$ cat config.mk
export PLATFORM = sky130hd
export DESIGN_NAME = control_mult_div
export DESIGN_NICKNAME = d
export VERILOG_FILES = /design/src/rtl/control_mult_div_pkg.sv /design/src/rtl/control_mult_div_cond_negate.sv /design/src/rtl/control_mult_div.sv
export SDC_FILE = /design/constraint.sdc
export NUM_CORES = 1
export LEC_CHECK = 0
export BUFFER_PORTS_ARGS = -buffer_cell sky130_fd_sc_hd__buf_2
export CAP_MARGIN = 10
export CORE_MARGIN = 3
export CORE_UTILIZATION = 34
export CTS_CLUSTER_SIZE = 28
export DETAILED_ROUTE_END_ITERATION = 7
export PLACE_DENSITY = 0.51
export SETUP_SLACK_MARGIN = 0.05
export SKIP_CTS_REPAIR_TIMING = 1
export SYNTH_ARGS = -nofsm -noshare
export SYNTH_HDL_FRONTEND = slang
export SYNTH_HIERARCHICAL = 1
export SYNTH_SLANG_ARGS = --single-unit
$ cat constraint.sdc
create_clock -name i_clk -period 8.8 [get_ports i_clk]
set_clock_uncertainty 0.2 [all_clocks]
set_input_delay 0.88 -clock i_clk [delete_from_list [all_inputs] [get_ports i_clk]]
set_output_delay 0.88 -clock i_clk [all_outputs]
set_load 0.005 [all_outputs]
$ cat src/rtl/control_mult_div_pkg.sv
`default_nettype none
// ============================================================================
// Module   : control_mult_div_pkg
// Brief    : Shared constants for the HI/LO multiply/divide unit: function
//            codes, FSM state encoding and default operand width.
// Revision : 1.0
// ============================================================================
package control_mult_div_pkg;

    localparam int c_nbits = 32;
    localparam int c_fbits = 6;

    localparam logic [c_fbits-1:0] c_funct_mult  = 6'b011000;
    localparam logic [c_fbits-1:0] c_funct_multu = 6'b011001;
    localparam logic [c_fbits-1:0] c_funct_div   = 6'b011010;
    localparam logic [c_fbits-1:0] c_funct_divu  = 6'b011011;

    typedef logic [1:0] state_t;

    localparam state_t c_st_idle = 2'd0;
    localparam state_t c_st_calc = 2'd1;
    localparam state_t c_st_fix  = 2'd2;
    localparam state_t c_st_done = 2'd3;

    function automatic logic is_md_funct(input logic [c_fbits-1:0] funct);
        return (funct == c_funct_mult) || (funct == c_funct_multu) ||
               (funct == c_funct_div)  || (funct == c_funct_divu);
    endfunction

endpackage
`default_nettype wire

$ cat src/rtl/control_mult_div_cond_negate.sv
`default_nettype none
// ============================================================================
// Module   : cond_negate
// Brief    : Conditional two's-complement negation used to restore result
//            signs after magnitude-only multiply/divide iterations.
// Revision : 1.0
// ============================================================================
module cond_negate #(
    parameter int WIDTH = 32
) (
    input  logic             i_neg,
    input  logic [WIDTH-1:0] i_value,
    output logic [WIDTH-1:0] o_value
);

    assign o_value = i_neg ? ((~i_value) + WIDTH'(1)) : i_value;

endmodule
`default_nettype wire

$ cat src/rtl/control_mult_div.sv
`default_nettype none
// ============================================================================
// Module   : control_mult_div
// Brief    : Iterative MULT/MULTU/DIV/DIVU unit writing the HI/LO registers,
//            one shift-add or shift-subtract step per cycle.
// Revision : 1.0
// ============================================================================
module control_mult_div
    import control_mult_div_pkg::*;
#(
    parameter int NBITS = c_nbits,
    parameter int FBITS = c_fbits
) (
    input  logic             i_clk,
    input  logic             i_reset,
    input  logic             i_Start,
    input  logic [FBITS-1:0] i_Funct,
    input  logic [NBITS-1:0] i_RS,
    input  logic [NBITS-1:0] i_RT,
    output logic             o_Busy,
    output logic             o_Done,
    output logic [NBITS-1:0] o_HI,
    output logic [NBITS-1:0] o_LO
);

    localparam int CNT_W = (NBITS > 1) ? $clog2(NBITS) : 1;
    localparam logic [CNT_W-1:0] c_cnt_last = CNT_W'(NBITS - 1);

    state_t r_state;
    state_t w_state_next;

    logic [CNT_W-1:0]   r_cnt;
    logic               r_is_div;
    logic               r_neg_res;
    logic               r_neg_rem;
    logic               r_div_zero;
    logic [NBITS-1:0]   r_mcand;
    logic [NBITS-1:0]   r_rs_raw;
    logic [NBITS-1:0]   r_hi;
    logic [NBITS-1:0]   r_lo;
    logic [NBITS-1:0]   r_hi_out;
    logic [NBITS-1:0]   r_lo_out;

    logic [c_fbits-1:0] w_funct;
    logic               w_launch;
    logic               w_op_div;
    logic               w_op_signed;
    logic               w_rs_neg;
    logic               w_rt_neg;
    logic [NBITS-1:0]   w_rs_mag;
    logic [NBITS-1:0]   w_rt_mag;
    logic [NBITS:0]     w_mul_sum;
    logic [NBITS:0]     w_div_shift;
    logic               w_div_ge;
    logic [NBITS-1:0]   w_div_diff;
    logic [2*NBITS-1:0] w_prod_fix;
    logic [NBITS-1:0]   w_quot_fix;
    logic [NBITS-1:0]   w_rem_fix;
    logic [NBITS-1:0]   w_fix_hi;
    logic [NBITS-1:0]   w_fix_lo;

    // Launch decode: operands are reduced to magnitudes up front so the
    // iteration datapath is purely unsigned.
    assign w_funct     = c_fbits'(i_Funct);
    assign w_launch    = (r_state == c_st_idle) && i_Start && is_md_funct(w_funct);
    assign w_op_div    = (w_funct == c_funct_div)  || (w_funct == c_funct_divu);
    assign w_op_signed = (w_funct == c_funct_mult) || (w_funct == c_funct_div);
    assign w_rs_neg    = w_op_signed && i_RS[NBITS-1];
    assign w_rt_neg    = w_op_signed && i_RT[NBITS-1];
    assign w_rs_mag    = w_rs_neg ? ((~i_RS) + NBITS'(1)) : i_RS;
    assign w_rt_mag    = w_rt_neg ? ((~i_RT) + NBITS'(1)) : i_RT;

    assign w_mul_sum   = {1'b0, r_hi} + (r_lo[0] ? {1'b0, r_mcand} : '0);
    assign w_div_shift = {r_hi, r_lo[NBITS-1]};
    assign w_div_ge    = (w_div_shift >= {1'b0, r_mcand});
    // Only used when the shifted remainder is >= divisor, so the true
    // difference always fits in NBITS.
    assign w_div_diff  = w_div_shift[NBITS-1:0] - r_mcand;

    cond_negate #(.WIDTH(2*NBITS)) u_neg_prod (
        .i_neg   (r_neg_res),
        .i_value ({r_hi, r_lo}),
        .o_value (w_prod_fix)
    );

    cond_negate #(.WIDTH(NBITS)) u_neg_quot (
        .i_neg   (r_neg_res),
        .i_value (r_lo),
        .o_value (w_quot_fix)
    );

    cond_negate #(.WIDTH(NBITS)) u_neg_rem (
        .i_neg   (r_neg_rem),
        .i_value (r_hi),
        .o_value (w_rem_fix)
    );

    always_comb begin
        w_fix_hi = w_prod_fix[2*NBITS-1:NBITS];
        w_fix_lo = w_prod_fix[NBITS-1:0];
        if (r_is_div) begin
            if (r_div_zero) begin
                w_fix_hi = r_rs_raw;
                w_fix_lo = '1;
            end else begin
                w_fix_hi = w_rem_fix;
                w_fix_lo = w_quot_fix;
            end
        end
    end

    always_ff @(posedge i_clk or posedge i_reset) begin
        if (i_reset) begin
            r_state <= c_st_idle;
        end else begin
            r_state <= w_state_next;
        end
    end

    always_comb begin
        w_state_next = r_state;
        o_Busy       = 1'b0;
        o_Done       = 1'b0;
        case (r_state)
            c_st_idle: begin
                if (w_launch) begin
                    w_state_next = c_st_calc;
                end
            end
            c_st_calc: begin
                o_Busy = 1'b1;
                if (r_cnt == c_cnt_last) begin
                    w_state_next = c_st_fix;
                end
            end
            c_st_fix: begin
                o_Busy       = 1'b1;
                w_state_next = c_st_done;
            end
            c_st_done: begin
                o_Done       = 1'b1;
                w_state_next = c_st_idle;
            end
            default: begin
                w_state_next = c_st_idle;
            end
        endcase
    end

    always_ff @(posedge i_clk or posedge i_reset) begin
        if (i_reset) begin
            r_cnt      <= '0;
            r_is_div   <= 1'b0;
            r_neg_res  <= 1'b0;
            r_neg_rem  <= 1'b0;
            r_div_zero <= 1'b0;
            r_mcand    <= '0;
            r_rs_raw   <= '0;
            r_hi       <= '0;
            r_lo       <= '0;
            r_hi_out   <= '0;
            r_lo_out   <= '0;
        end else begin
            if (w_launch) begin
                r_cnt      <= '0;
                r_is_div   <= w_op_div;
                r_neg_res  <= w_rs_neg ^ w_rt_neg;
                r_neg_rem  <= w_rs_neg;
                r_div_zero <= w_op_div && (i_RT == '0);
                r_mcand    <= w_rt_mag;
                r_rs_raw   <= i_RS;
                r_hi       <= '0;
                r_lo       <= w_rs_mag;
            end else if (r_state == c_st_calc) begin
                r_cnt <= (r_cnt == c_cnt_last) ? '0 : r_cnt + CNT_W'(1);
                if (r_is_div) begin
                    r_hi <= w_div_ge ? w_div_diff : w_div_shift[NBITS-1:0];
                    r_lo <= {r_lo[NBITS-2:0], w_div_ge};
                end else begin
                    r_hi <= w_mul_sum[NBITS:1];
                    r_lo <= {w_mul_sum[0], r_lo[NBITS-1:1]};
                end
            end
            if (r_state == c_st_fix) begin
                r_hi_out <= w_fix_hi;
                r_lo_out <= w_fix_lo;
            end
        end
    end

    assign o_HI = r_hi_out;
    assign o_LO = r_lo_out;

endmodule
`default_nettype wire
* Word level (Yosys, flattened, before mapping)
Index checks and enable logic that the tools add are counted. W data, S select, Z words.
Word-level totals: output and inout port bits 66, register bits 203, word-level logic and storage cells 77, input bits 73
Operators by class: $lt $le $gt $ge 1, add/sub/neg operators 8, reductions and logical operators 15, multiplexer cells 25, bitwise gates (word level) 6, eq/ne operators 10
Operators with widths (number):
- $mux W32 | 16
- $add A32 B1 Y32 const B | 4
- $not A32 Y32 | 4
- $add A64 B1 Y64 const B | 1
- $mux W64 | 1
- $not A64 Y64 | 1
- $add A32 B32 Y33 | 1
- $ge A33 B32 Y1 | 1
- $logic_not A32 Y1 | 1
- $sub A32 B32 Y32 | 1
- $eq A6 B5 Y1 const B | 4
- $mux W5 | 3
- $pmux W2 S4 | 1
- $add A5 B1 Y5 const B | 1
- $eq A5 B5 Y1 const B | 1
- $logic_and A1 B1 Y1 | 5
- $logic_or A1 B1 Y1 | 5
- $eq A2 B2 Y1 const B | 2
- $mux W2 | 2
- $ne A2 B2 Y1 const B | 2
- $eq A2 B1 Y1 const B | 1
- $logic_not A2 Y1 | 1
- $mux W1 | 2
- $reduce_and A2 Y1 | 1
- 3 further kinds | 3

* Logic depth before layout (Yosys ltp)
Gate-level depths: netlist of run 1.
depth after elaboration 7, depth in mapped cells 14

* Cells and area by module
Netlist of run 1, hierarchy kept.
By module, submodules not included:
- control_mult_div | instances 1, cells an instance 1751, sequential area each 5079.9 sq um, area each 14545.2 sq um
- cond_negate at u_neg_prod | instances 1, cells an instance 206, sequential area each 0.0 sq um, area each 1649.1 sq um
- cond_negate at u_neg_quot ... | instances 2, cells an instance 99, sequential area each 0.0 sq um, area each 777.0 sq um

* Worst setup path after synthesis of run 1
OpenSTA, ideal clock, no wires.
path type in2reg, start point input i_RT[6], end point register r_mcand[30], setup slack 5.434 ns, library setup time 0.129 ns, data required time 8.471 ns, stages 9, data arrival time 3.037 ns, buffers on the path 0, cell sequence or4_1 > or3_1 > or2_4 > nor3_4 > nor4b_4 > nand2_2 > o41ai_2 > xor2_1 > o21ai_1
On the way: cells in the longest elaborated chain, start to end 3
RTL lines:
- start, declared | RTL line control_mult_div.sv:19 | input logic [NBITS-1:0] i_RT,
- $not A32 Y32 | RTL line control_mult_div.sv:71 | assign w_rt_mag = w_rt_neg ? ((~i_RT) + NBITS'(1)) : i_RT;
- $add A32 B1 Y32 | RTL line control_mult_div.sv:71
- $mux W32 | RTL line control_mult_div.sv:71
- end signal, assigned | RTL line control_mult_div.sv:170 | r_mcand <= w_rt_mag;
- end, declared | RTL line control_mult_div.sv:37 | logic [NBITS-1:0] r_mcand;
Every way passes these cells. A chain may end at the register's enable or synchronous reset.

* Final worst setup path of run 1
start point register r_lo[0], end point register r_hi[24]
On the way: cells in the longest elaborated chain, start to end 5
RTL lines:
- start, declared | RTL line control_mult_div.sv:40 | logic [NBITS-1:0] r_lo;
- start signal, assigned | RTL line control_mult_div.sv:173 | r_lo <= w_rs_mag;
- start signal, assigned | RTL line control_mult_div.sv:178 | r_lo <= {r_lo[NBITS-2:0], w_div_ge};
- start signal, assigned | RTL line control_mult_div.sv:181 | r_lo <= {w_mul_sum[0], r_lo[NBITS-1:1]};
- $mux W32 | RTL line control_mult_div.sv:73 | assign w_mul_sum = {1'b0, r_hi} + (r_lo[0] ? {1'b0, r_mcand} : '0);
- $add A32 B32 Y33 | RTL line control_mult_div.sv:73
- $mux W32 | RTL line control_mult_div.sv:176 | if (r_is_div) begin
- $mux W32 | RTL line control_mult_div.sv:174 | end else if (r_state == c_st_calc) begin
- $mux W32 | RTL line control_mult_div.sv:164 | if (w_launch) begin
- end signal, assigned | RTL line control_mult_div.sv:177 | r_hi <= w_div_ge ? w_div_diff : w_div_shift[NBITS-1:0];
- end signal, assigned | RTL line control_mult_div.sv:180 | r_hi <= w_mul_sum[NBITS:1];
- end, declared | RTL line control_mult_div.sv:39 | logic [NBITS-1:0] r_hi;
Every way passes these cells. The select of a mux whose other input is x is not followed.

==> summary.md, run 1 <==
| Metric | Value |
|---|---|
| Worst Path Arrival | `4370 ps` |
| Commonest non-fill, non-tap cell in the layout | `nand2_1` |
| Lkg Pwr | `7.95 nW` |
| Routed via count | `15,989` |
| Slew @ Worst Pin | `1090 ps` |
| Worst skew pair latency | `590 ps` |
| Crit path max fanout | `43` |
| Clock Root Buffer | `clkbuf_16` |
| I/O pin cnt | `139` |
| Sequential area share after synthesis | `0.286` |
| DR pass1 iterations | `8` |
| Placed inst area | `0.0190 mm²` |
| Setup CP Type | `reg2reg` |
| Synth Flop Type | `dfrtp_1` |
| Max Slew Vio Count | `0` |
| Placer Congestion | `0.922` |
| RSZ-0062 raised after global routing | `false` |
| # rows | `83` |
| CTS Buf Count | `28` |
| All-Layer GR Usage | `0.208` |
| Post-Syn Area | `0.0177 mm²` |
| Synth Net Count | `2,306` |
| F_max | `244 MHz` |
| Slew HR | `0.273` |
| Flops & latches, synth | `203` |
| Die W | `234 µm` |
| Crit start category | `flop` |
| Global route overflow | `0` |
| Final instance area | `0.0200 mm²` |
| Period minus WS final | `4100 ps` |
| CTS H-tree lvls | `1` |
| Pwr/cell area | `391 mW/mm²` |
| Crit. End Element | `flop` |
| N_diodes | `0` |
| VDD IR-drop max | `170 µV` |
| EDFF count, synth | `0` |
| Post-Place Cells | `2,877` |
| Post-synthesis area per instance | `8.24 µm²` |
| # setup viols final | `0` |
| Hold Crit Class | `in2async` |
| HPWL after DPL | `43.3 mm` |
| Reg clk slew, reported paths | `60 ps` |
| Fin cells | `2,929` |
| Die Area | `0.0550 mm²` |
| Wirelength per Cell | `19.9 µm` |
| Initial DRC count | `1,069` |
| DRC viols | `0` |
| Sink Count | `203` |
| Core Box Area | `0.0515 mm²` |
| Final period utilization | `0.466` |
| Commonest non-fill, non-tap cells in the layout | `nand2_1, o21ai_0, dfrtp_1` |
| Ys async rst share | `1.00` |
| Worst endpoint required time | `9070 ps` |
| Share of cells above drive strength 1 | `0.143` |
| Final core utilization | `0.388` |
| Final hold vios | `0` |
| FF-to-FF path depth | `13` |
| Chip height | `234 µm` |
| Antenna Violating Nets Remaining | `0` |
| Largest net degree at the start of global routing | `106` |
| Vias per inst | `5.46` |
| PortBufs | `138` |
| Mapped Cells | `2,155` |
| Total of max-cap violations | `0` |
| Warnings from Yosys | `6` |
| Vias in the first global route | `15,530` |
| CTS tree | `yes` |
| Final setup TNS | `0 ps` |
| Final net count | `2,378` |
| First-pass GRT wire length | `90.7 mm` |
| Clock Path Buffers | `3` |
| Hold Worst Slack | `240 ps` |
| Area delta synth->final | `12.6%` |
| Status | `finished, final reports clean` |
| Post-Route WL | `58.3 mm` |
| Initial antenna violation count | `0` |
| Initial Utilization | `0.345` |
| Post-synth cell types | `87` |
worst paths after layout:
check	startpoint	end	slack (ps)
setup / recovery	r_lo[0]	r_hi[24]	4700
hold / removal	i_reset	o_LO[4]	240
setup reg to reg	r_lo[0]	r_hi[24]	4700
hold reg to reg	r_rs_raw[20]	r_rs_raw[20]	290
max in group asynchronous	i_reset	r_neg_res	6710
min in group i_clk	r_rs_raw[20]	r_rs_raw[20]	290
stage by stage:
stage | setup slack [ps] | power, mW
6_report | 4700 | 7.82
3_3_place_gp | 4750 | 6.63
3_5_place_dp | 4800 | 6.63
4_1_cts | 4740 | 7.85
2_1_floorplan | 2180 | 5.19
5_1_grt | 4550 | 8.50
layout make-up:
| class | instances | area (µm²) |
|---|---|---|
| clock buffer | 41 | 840 |
| clock inverter | 11 | 116 |
| fill | 5390 | 31500 |
| inverter | 104 | 398 |
| multi-input combinational | 1731 | 11800 |
| sequential | 203 | 5090 |
| tap | 680 | 851 |
| timing repair buffer | 159 | 848 |
sequential cells by signal, indices dropped and copies added, names as in the netlist:
name	cells
o_HI	32
o_LO	32
r_cnt	5
r_div_zero	1
r_hi	32
r_is_div	1
r_lo	32
r_mcand	32
r_neg_rem	1
r_neg_res	1
r_rs_raw	32
r_state	2
layer usage:
layer  vias up  GRT usage  part of all wire
met5         -          0                 0
li1       7919          -                 -
met3        76     0.0292             0.046
met1      7643      0.288              0.48
met2       351      0.344              0.45
met4         0     0.0479             0.024
logic make-up after synthesis:
| family | Yosys count | synth area share |
|---|---|---|
| AOI/OAI and AO/OA | 649 | 0.237 |
| DFF | 203 | 0.286 |
| xor gates and xnor gates | 234 | 0.115 |
| and+or+nand+nor | 665 | 0.195 |
| adders and majority gates | 78 | 0.0558 |
| muxes | 105 | 0.0618 |
| buffers and inverters | 221 | 0.0480 |
critical path, stage by stage (launching register included):
cell      delay, ps
dfrtp_1         320
buf_4           390
nand2_1         180
inv_1            90
ha_1            230
a211oi_1        340
o211ai_1        220
a32oi_1         430
o31ai_1         220
a211oi_1        570
o21ai_0         230
xnor2_1         180
nor2_1           80
o31ai_1         240
Yosys cell counts (7+ instances only):
| cell | count | area [µm²] |
|---|---|---|
| o221ai_1 | 32 | 280 |
| nor2_1 | 119 | 447 |
| mux2_2 | 36 | 405 |
| o21a_1 | 7 | 52.6 |
| or3_1 | 19 | 119 |
| o31ai_1 | 49 | 368 |
| a31oi_1 | 22 | 138 |
| ha_1 | 76 | 951 |
| nand2b_1 | 16 | 100 |
| mux2i_1 | 69 | 691 |
| clkbuf_1 | 96 | 360 |
| a211oi_1 | 15 | 113 |
| buf_1 | 14 | 52.6 |
| nand2_1 | 277 | 1040 |
| and2_1 | 39 | 244 |
| o21bai_1 | 7 | 52.6 |
| or4_1 | 12 | 90.1 |
| inv_1 | 103 | 387 |
| nor4_4 | 10 | 213 |
| nor2b_1 | 15 | 93.8 |
| xor2_1 | 42 | 368 |
| nor3_1 | 33 | 165 |
| nand3_1 | 29 | 145 |
| o21ai_0 | 216 | 1080 |
| xnor2_1 | 192 | 1680 |
| nor4_1 | 13 | 81.3 |
| dfrtp_1 | 203 | 5080 |
| o41ai_2 | 13 | 211 |
| a21o_1 | 20 | 150 |
| o41ai_1 | 22 | 193 |
| o211ai_1 | 48 | 360 |
| or2_2 | 7 | 43.8 |
| nand4_1 | 22 | 138 |
| a21oi_1 | 146 | 731 |
where the power goes:
group          internal, mW  leakage, nW  switching, mW  total (mW)
logic                  1.86         5.03           2.61        4.47
clock network         0.692        0.464          0.481        1.17
registers              1.39         2.45          0.794        2.18
Note: power is estimated with default switching activity, not from simulation.
==> run 2, diff against run 1 <==
==> constraint.sdc (replaced) <==
create_clock -name i_clk -period 4 [get_ports i_clk]
set_clock_uncertainty 0.2 [all_clocks]
set_input_delay 0.4 -clock i_clk [delete_from_list [all_inputs] [get_ports i_clk]]
set_output_delay 0.4 -clock i_clk [all_outputs]
set_load 0.005 [all_outputs]
==> run 2 against run 1 <==
The run now ends with hold timing left. Maximum frequency is 13% higher. Register-to-register slack worse by 4300 ps. Critical path depth is 1 higher. Routed wire length is 4.1% higher. Sequential power is 100% higher. Die area stayed put. Setup slack worse by 4300 ps. Cell area is 4.6% higher. Flip-flop and latch count stayed put. Power is 130% higher. Global-route usage is 0.75 points higher.
==> summary.md, run 2 (same netlist as run 1, synthesis figures left out) <==
| Metric | Value |
|---|---|
| Final net count | `2,477 (+4.2%)` |
| Lkg Pwr | `8.43 nW (+6.1%)` |
| Die W | `234 µm (unchanged)` |
| Hold Worst Slack | `-42.0 ps (-282 ps)` |
| Crit path max fanout | `8 (-81%)` |
| Final instance area | `0.0209 mm² (+4.6%)` |
| RR Endpoint | `r_hi[30]` |
| HPWL after DPL | `44.8 mm (+3.6%)` |
| Initial antenna violation count | `0 (unchanged)` |
| CTS tree | `yes` |
| Worst endpoint required time | `4260 ps (-4810 ps)` |
| Period minus WS final | `3630 ps (-465 ps)` |
| FF-to-FF path depth | `14 (+1)` |
| Routed via count | `16,754 (+4.8%)` |
| Crit start category | `flop` |
| N_diodes | `0 (unchanged)` |
| Antenna Violating Nets Remaining | `0 (unchanged)` |
| Status | `complete, but fails checks` |
| CTS H-tree lvls | `1 (unchanged)` |
| All-Layer GR Usage | `0.216 (+0.00753)` |
| Clock Root Buffer | `clkbuf_16` |
| Vias per inst | `5.54 (+1.4%)` |
| Post-Route WL | `60.7 mm (+4.1%)` |
| Initial DRC count | `1,392 (+30%)` |
| DR pass1 iterations | `5 (-3)` |
| Worst Path Arrival | `3890 ps (-480 ps)` |
| Commonest non-fill, non-tap cell in the layout | `nand2_1` |
| # rows | `83 (unchanged)` |
| Placed inst area | `0.0196 mm² (+2.8%)` |
| Pwr/cell area | `850 mW/mm² (+120%)` |
| Final hold vios | `11 (+11)` |
| Hold Crit Class | `in2reg` |
| Largest net degree at the start of global routing | `114 (+7.5%)` |
| CTS Buf Count | `28 (unchanged)` |
| Chip height | `234 µm (unchanged)` |
| DRC viols | `0 (unchanged)` |
| Critical Path, Cell by Cell | `inv_1, ha_1, inv_1, fa_1, nand3_1, a21oi_1, nor3_1, buf_4, o31ai_1, a31o_2, a21boi_0, nor3b_1, o311a_1, o31ai_1` |
| Reg-to-reg startpoint | `r_lo[31]` |
| PortBufs | `138 (unchanged)` |
| VDD IR-drop max | `353 µV (+110%)` |
| Total of max-cap violations | `0 (unchanged)` |
| Max Slew Vio Count | `0 (unchanged)` |
| Vias in the first global route | `15,911 (+2.5%)` |
| Sink Count | `203 (unchanged)` |
| Share of cells above drive strength 1 | `0.161 (+0.0184)` |
| First-pass GRT wire length | `94.1 mm (+3.7%)` |
| Die Area | `0.0550 mm² (unchanged)` |
| Post-layout total power | `17.8 mW (+130%)` |
| # setup viols final | `0 (unchanged)` |
| Failing checks | `hold timing` |
| Setup CP Type | `reg2reg` |
| Commonest non-fill, non-tap cells in the layout | `nand2_1, o21ai_0, dfrtp_1` |
| Final period utilization | `0.908 (+0.443)` |
| Crit. End Element | `flop` |
| F_max | `275 MHz (+13%)` |
| Area delta synth->final | `17.8%` |
| Worst path max stage delay | `470 ps (-100 ps)` |
| Flop-to-flop setup slack | `370 ps (-4340 ps)` |
| Placer Congestion | `0.928 (+0.62%)` |
| I/O pin cnt | `139 (unchanged)` |
| Wirelength per Cell | `20.0 µm (+0.76%)` |
| Final setup TNS | `0 ps (unchanged)` |
| Hold Path End | `r_mcand[6]` |
| Slew @ Worst Pin | `1150 ps (+54.5 ps)` |
| RSZ-0062 raised after global routing | `false` |
| Worst skew pair latency | `570 ps (-20 ps)` |
| Core Box Area | `0.0515 mm² (unchanged)` |
| Critical hold path startpoint | `i_RT[6]` |
| Reg clk slew, reported paths | `60 ps (about the same)` |
| Slowest-stage cell, CP | `dfrtp_1` |
| Slew HR | `0.237 (-0.0364)` |
| Global route overflow | `0 (unchanged)` |
| Initial Utilization | `0.345 (unchanged)` |
| Clock Path Buffers | `3 (unchanged)` |
| Hold path depth | `3` |
| Final core utilization | `0.406 (+0.0180)` |
## run 2: worst max-delay path, delay by kind of cell (launching register included)
family          cells  cell delay [ps]
compound gates      6             1420
simple gates        3              430
fa+ha+maj           2              600
flops               1              470
buf+inv             3              420
## run 2: worst max path at each step
stage / startpoint / to / slack (ps) / depth (start not counted)
2_1_floorplan: r_lo[0] / r_hi[25] / 750 / 14
4_1_cts: r_mcand[1] / r_hi[22] / 380 / 12
6_report: r_lo[31] / r_hi[30] / 370 / 14
3_5_place_dp: r_lo[31] / r_hi[30] / 400 / 14
5_1_grt: r_lo[31] / r_hi[30] / 70 / 14
3_3_place_gp: r_lo[31] / r_hi[30] / 390 / 13
## run 2: layout make-up
| type | count | area, µm² |
|---|---|---|
| fillers | 5335 | 30600 |
| multi-input cells | 1731 | 11800 |
| flip-flops and latches | 203 | 5090 |
| repair buffers | 258 | 1780 |
| well taps | 680 | 851 |
| clock buffers | 38 | 810 |
| inverters | 104 | 394 |
| clock inverters | 12 | 144 |
## run 2: routing by layer
metal  global-route usage  up-vias  part of all wire
met2                0.352      490              0.46
met1                0.308     8035              0.47
met5                    0        -                 0
met4               0.0496        0             0.022
li1                     -     8137                 -
met3               0.0205       92             0.051
## run 2: power by group
| part | leakage [nW] | internal [mW] | total [mW] | switching (mW) |
|---|---|---|---|---|
| clock network | 0.468 | 1.60 | 2.62 | 1.02 |
| registers | 2.45 | 3.06 | 4.35 | 1.29 |
| logic | 5.51 | 4.48 | 10.8 | 6.32 |
## run 2: per-stage QoR
stage | cells | setup slack, ps | hold slack [ps]
6_report | 3026 | 366 | -42.0
4_1_cts | 2986 | 382 | -325
3_3_place_gp | 2936 | 392 | 261
5_1_grt | 3026 | 66.8 | 0.171
2_1_floorplan | 2155 | 753 | 245
3_5_place_dp | 2936 | 400 | 262
==> run 3, diff against run 2 <==
--- a/config.mk
+++ b/config.mk
@@ -5,6 +5,7 @@
 export SDC_FILE = /design/constraint.sdc
 export NUM_CORES = 1
 export LEC_CHECK = 0
+export ABC_AREA = 1
 export BUFFER_PORTS_ARGS = -buffer_cell sky130_fd_sc_hd__buf_2
 export CAP_MARGIN = 10
 export CORE_MARGIN = 3
==> constraint.sdc (replaced) <==
create_clock -name i_clk -period 4.6 [get_ports i_clk]
set_clock_uncertainty 0.2 [all_clocks]
set_input_delay 0.46 -clock i_clk [delete_from_list [all_inputs] [get_ports i_clk]]
set_output_delay 0.46 -clock i_clk [all_outputs]
set_load 0.005 [all_outputs]
==> run 3 against run 2 <==
The run still ends with hold timing left. Flip-flop and latch count stayed put. First-iteration DRC count is 48% higher. Non-clock buffer count is 81 lower. Critical path depth is 1 lower. Via count is 36% higher. Largest power group unchanged. Cell area is 11% higher. Global-route usage is 5.2 points higher. Die area is 16% higher. Sequential share of layout area is 2.5 points lower. Core utilization is 1.6 points lower. Clock power is 11% lower.
==> summary.md, run 3 <==
| Metric | Value |
|---|---|
| Status | `complete, but fails checks` |
| Failing checks | `hold timing` |
| Commonest non-fill, non-tap cell in the layout | `nand2_1` |
| Post-Route WL | `86.8 mm (+43%)` |
| Post-synthesis area per instance | `6.02 µm² (-27%)` |
| Critical Path, Cell by Cell | `ha_1, inv_1, fa_1, o21ai_1, nand2_1, nand2_1, nand2_1, nand2_1, nand3_1, nand3_1, nand3_1, nand3_1, nand2_1` |
| Initial DRC count | `2,058 (+48%)` |
| # rows | `89 (+7.2%)` |
| Period minus WS final | `3280 ps (-349 ps)` |
| Vias per inst | `5.23 (-5.6%)` |
| Final hold vios | `1 (-10)` |
| Sequential area share after synthesis | `0.245 (-0.0411)` |
| Clock Root Buffer | `clkbuf_16` |
| F_max | `304 MHz (+11%)` |
| Filler cells | `6,746 (+26%)` |
| Post-synth top area share | `0.245 (-0.0411)` |
| Lkg Pwr | `11.8 nW (+40%)` |
| CP top delay family | `simple AND/OR/NAND/NOR gates` |
| Multi-input gate area | `0.0135 mm² (+14%)` |
| Synth Net Count | `3,596 (+56%)` |
| Crit. End Element | `flop` |
| Dominant cells by area after synthesis | `dfrtp_1, nand2_1, inv_1, nor2_1, nand3_1` |
| Flops & latches, synth | `203 (unchanged)` |
| Count leader, synth | `nand2_1` |
| Clock Path Buffers | `3 (unchanged)` |
| Yosys top cell by area | `dfrtp_1` |
| DRC viols | `0 (unchanged)` |
| Worst skew pair latency | `580 ps (about the same)` |
| Share of cells above drive strength 1 | `0.108 (-0.0536)` |
| Die Area | `0.0640 mm² (+16%)` |
| Initial antenna violation count | `1 (+1)` |
| Initial Utilization | `0.347 (+0.00270)` |
| CTS Buf Count | `28 (unchanged)` |
| Wirelength per Cell | `20.0 µm (-0.34%)` |
| Slowest-stage cell, CP | `dfrtp_1` |
| Sink Count | `203 (unchanged)` |
| Global route overflow | `0 (unchanged)` |
| Core Box Area | `0.0597 mm² (+16%)` |
| Combined flip-flop and latch cell area | `0.00509 mm² (unchanged)` |
| RSZ-0062 raised after global routing | `false` |
| I/O pin cnt | `139 (unchanged)` |
| Final setup TNS | `0 ps (unchanged)` |
| Worst path max stage delay | `730 ps (+260 ps)` |
| Largest net degree at the start of global routing | `140 (+23%)` |
| Pwr/cell area | `756 mW/mm² (-11%)` |
| Final net count | `3,699 (+49%)` |
| EDFF count, synth | `0 (unchanged)` |
| Chip height | `253 µm (+7.9%)` |
| PortBufs | `138 (unchanged)` |
| Worst Path Arrival | `3560 ps (-330 ps)` |
| Worst endpoint required time | `4870 ps (+610 ps)` |
| HPWL after DPL | `68.7 mm (+53%)` |
| Post-Syn Area | `0.0207 mm² (+17%)` |
| Post-synth cell types | `57 (-34%)` |
| Slew @ Worst Pin | `1120 ps (-22.4 ps)` |
| Placer Congestion | `0.983 (+5.9%)` |
| Max Slew Vio Count | `0 (unchanged)` |
| Final worst slack | `1320 ps (+949 ps)` |
| First-pass GRT wire length | `132 mm (+40%)` |
| Final core utilization | `0.390 (-0.0162)` |
| CTS H-tree lvls | `1 (unchanged)` |
| Setup CP Type | `reg2reg` |
| Hold Worst Slack | `-3.02 ps (+39.0 ps)` |
| All-Layer GR Usage | `0.268 (+0.0521)` |
| Ys async rst share | `1.00 (unchanged)` |
| Synth Flop Type | `dfrtp_1` |
| Warnings from Yosys | `6 (unchanged)` |
| Routed via count | `22,713 (+36%)` |
| Total of max-cap violations | `0 (unchanged)` |
| Crit path max fanout | `11 (+3)` |
| Mapped Cells | `3,445 (+60%)` |
| Crit start category | `flop` |
| Vias in the first global route | `21,712 (+36%)` |
| Buf/Inv on CP | `1 (-2)` |
| Pre-CTS setup slack | `1380 ps (+980 ps)` |
| Final period utilization | `0.714 (-0.194)` |
| Area delta synth->final | `12.2%` |
| Crit-path most repeated cell | `nand2_1` |
| CTS tree | `yes` |
| Synth top cells by count | `nand2_1, inv_1, nor2_1, nand3_1, a21oi_1` |
| Commonest non-fill, non-tap cells in the layout | `nand2_1, nor2_1, inv_1` |
| Slew HR | `0.251 (+0.0149)` |
| Antenna Violating Nets Remaining | `0 (unchanged)` |
| Die W | `253 µm (+7.9%)` |
| DR pass1 iterations | `6 (+1)` |
| # setup viols final | `0 (unchanged)` |
| Hold Crit Class | `in2reg` |
| Reg clk slew, reported paths | `70 ps (about the same)` |
| VDD IR-drop max | `443 µV (+25%)` |
[run 3: cell count changes after synthesis, moves of 72 or more]
cell and delta:
nand3_1 +203, nor2_1 +315, inv_1 +331, xnor2_1 -140
a21oi_1 +72, nand2_1 +824
[run 3: worst paths after layout]
check	endpoint	cells past startpoint	slack (ps)	startpoint
worst max-delay path	r_hi[29]	13	1320	r_hi[0]
worst min-delay path	r_lo[28]	3	-3	i_RS[28]
worst max register to register	r_hi[29]	13	1320	r_hi[0]
worst min register to register	o_LO[12]	2	270	o_LO[12]
max in group asynchronous	r_neg_res	4	2810	i_reset
min in group asynchronous	o_LO[2]	3	200	i_reset
[run 3: worst register-to-register path, stage by stage (launching register included)]
cell	delay, ps
dfrtp_1	730
ha_1	340
inv_1	70
fa_1	380
o21ai_1	430
nand2_1	100
nand2_1	210
nand2_1	90
nand2_1	130
nand3_1	120
nand3_1	110
nand3_1	90
nand3_1	140
nand2_1	60
[run 3: cell type report]
type | instances | share of cell area
tap | 773 | 0.0416
timing repair buffer | 177 | 0.0438
sequential | 203 | 0.219
antenna | 2 | 0.000215
inverter | 447 | 0.0728
clock buffer | 34 | 0.0342
clock inverter | 18 | 0.00807
multi-input combinational | 2691 | 0.581
[run 3: power breakdown]
group / total (mW) / internal [mW] / switching (mW)
registers: 4.07 / 2.66 / 1.42
clock network: 2.34 / 1.39 / 0.947
logic: 11.2 / 3.63 / 7.55
[run 3: kinds of logic (layout without fill, tap and decap cells)]
family,after synthesis,in the layout,synth area share
and+or+nand+nor,1964,1964,0.406
buffers and inverters,551,676,0.104
AOI/OAI and AO/OA,544,544,0.152
DFF,203,203,0.245
xor gates and xnor gates,104,104,0.0443
adders and majority gates,78,78,0.0478
muxes,1,1,0.000483
other,0,2,0
[run 3: layer usage]
layer | global-route usage | wire length, µm | vias up
li1 | - | - | 11285
met1 | 0.356 | 38400 | 10602
met4 | 0.106 | 3970 | 0
met5 | 0 | 0 | -
met2 | 0.446 | 39700 | 682
met3 | 0.0268 | 4690 | 144
[run 3: metrics by stage]
step	power, mW	cells	area [µm²]
global route	19.1	4343	23300
finish	17.6	4345	23300
detailed placement	15.1	4287	22200
floorplan	11.0	3445	20700
CTS	17.5	4339	23200
global placement	15.2	4287	22200
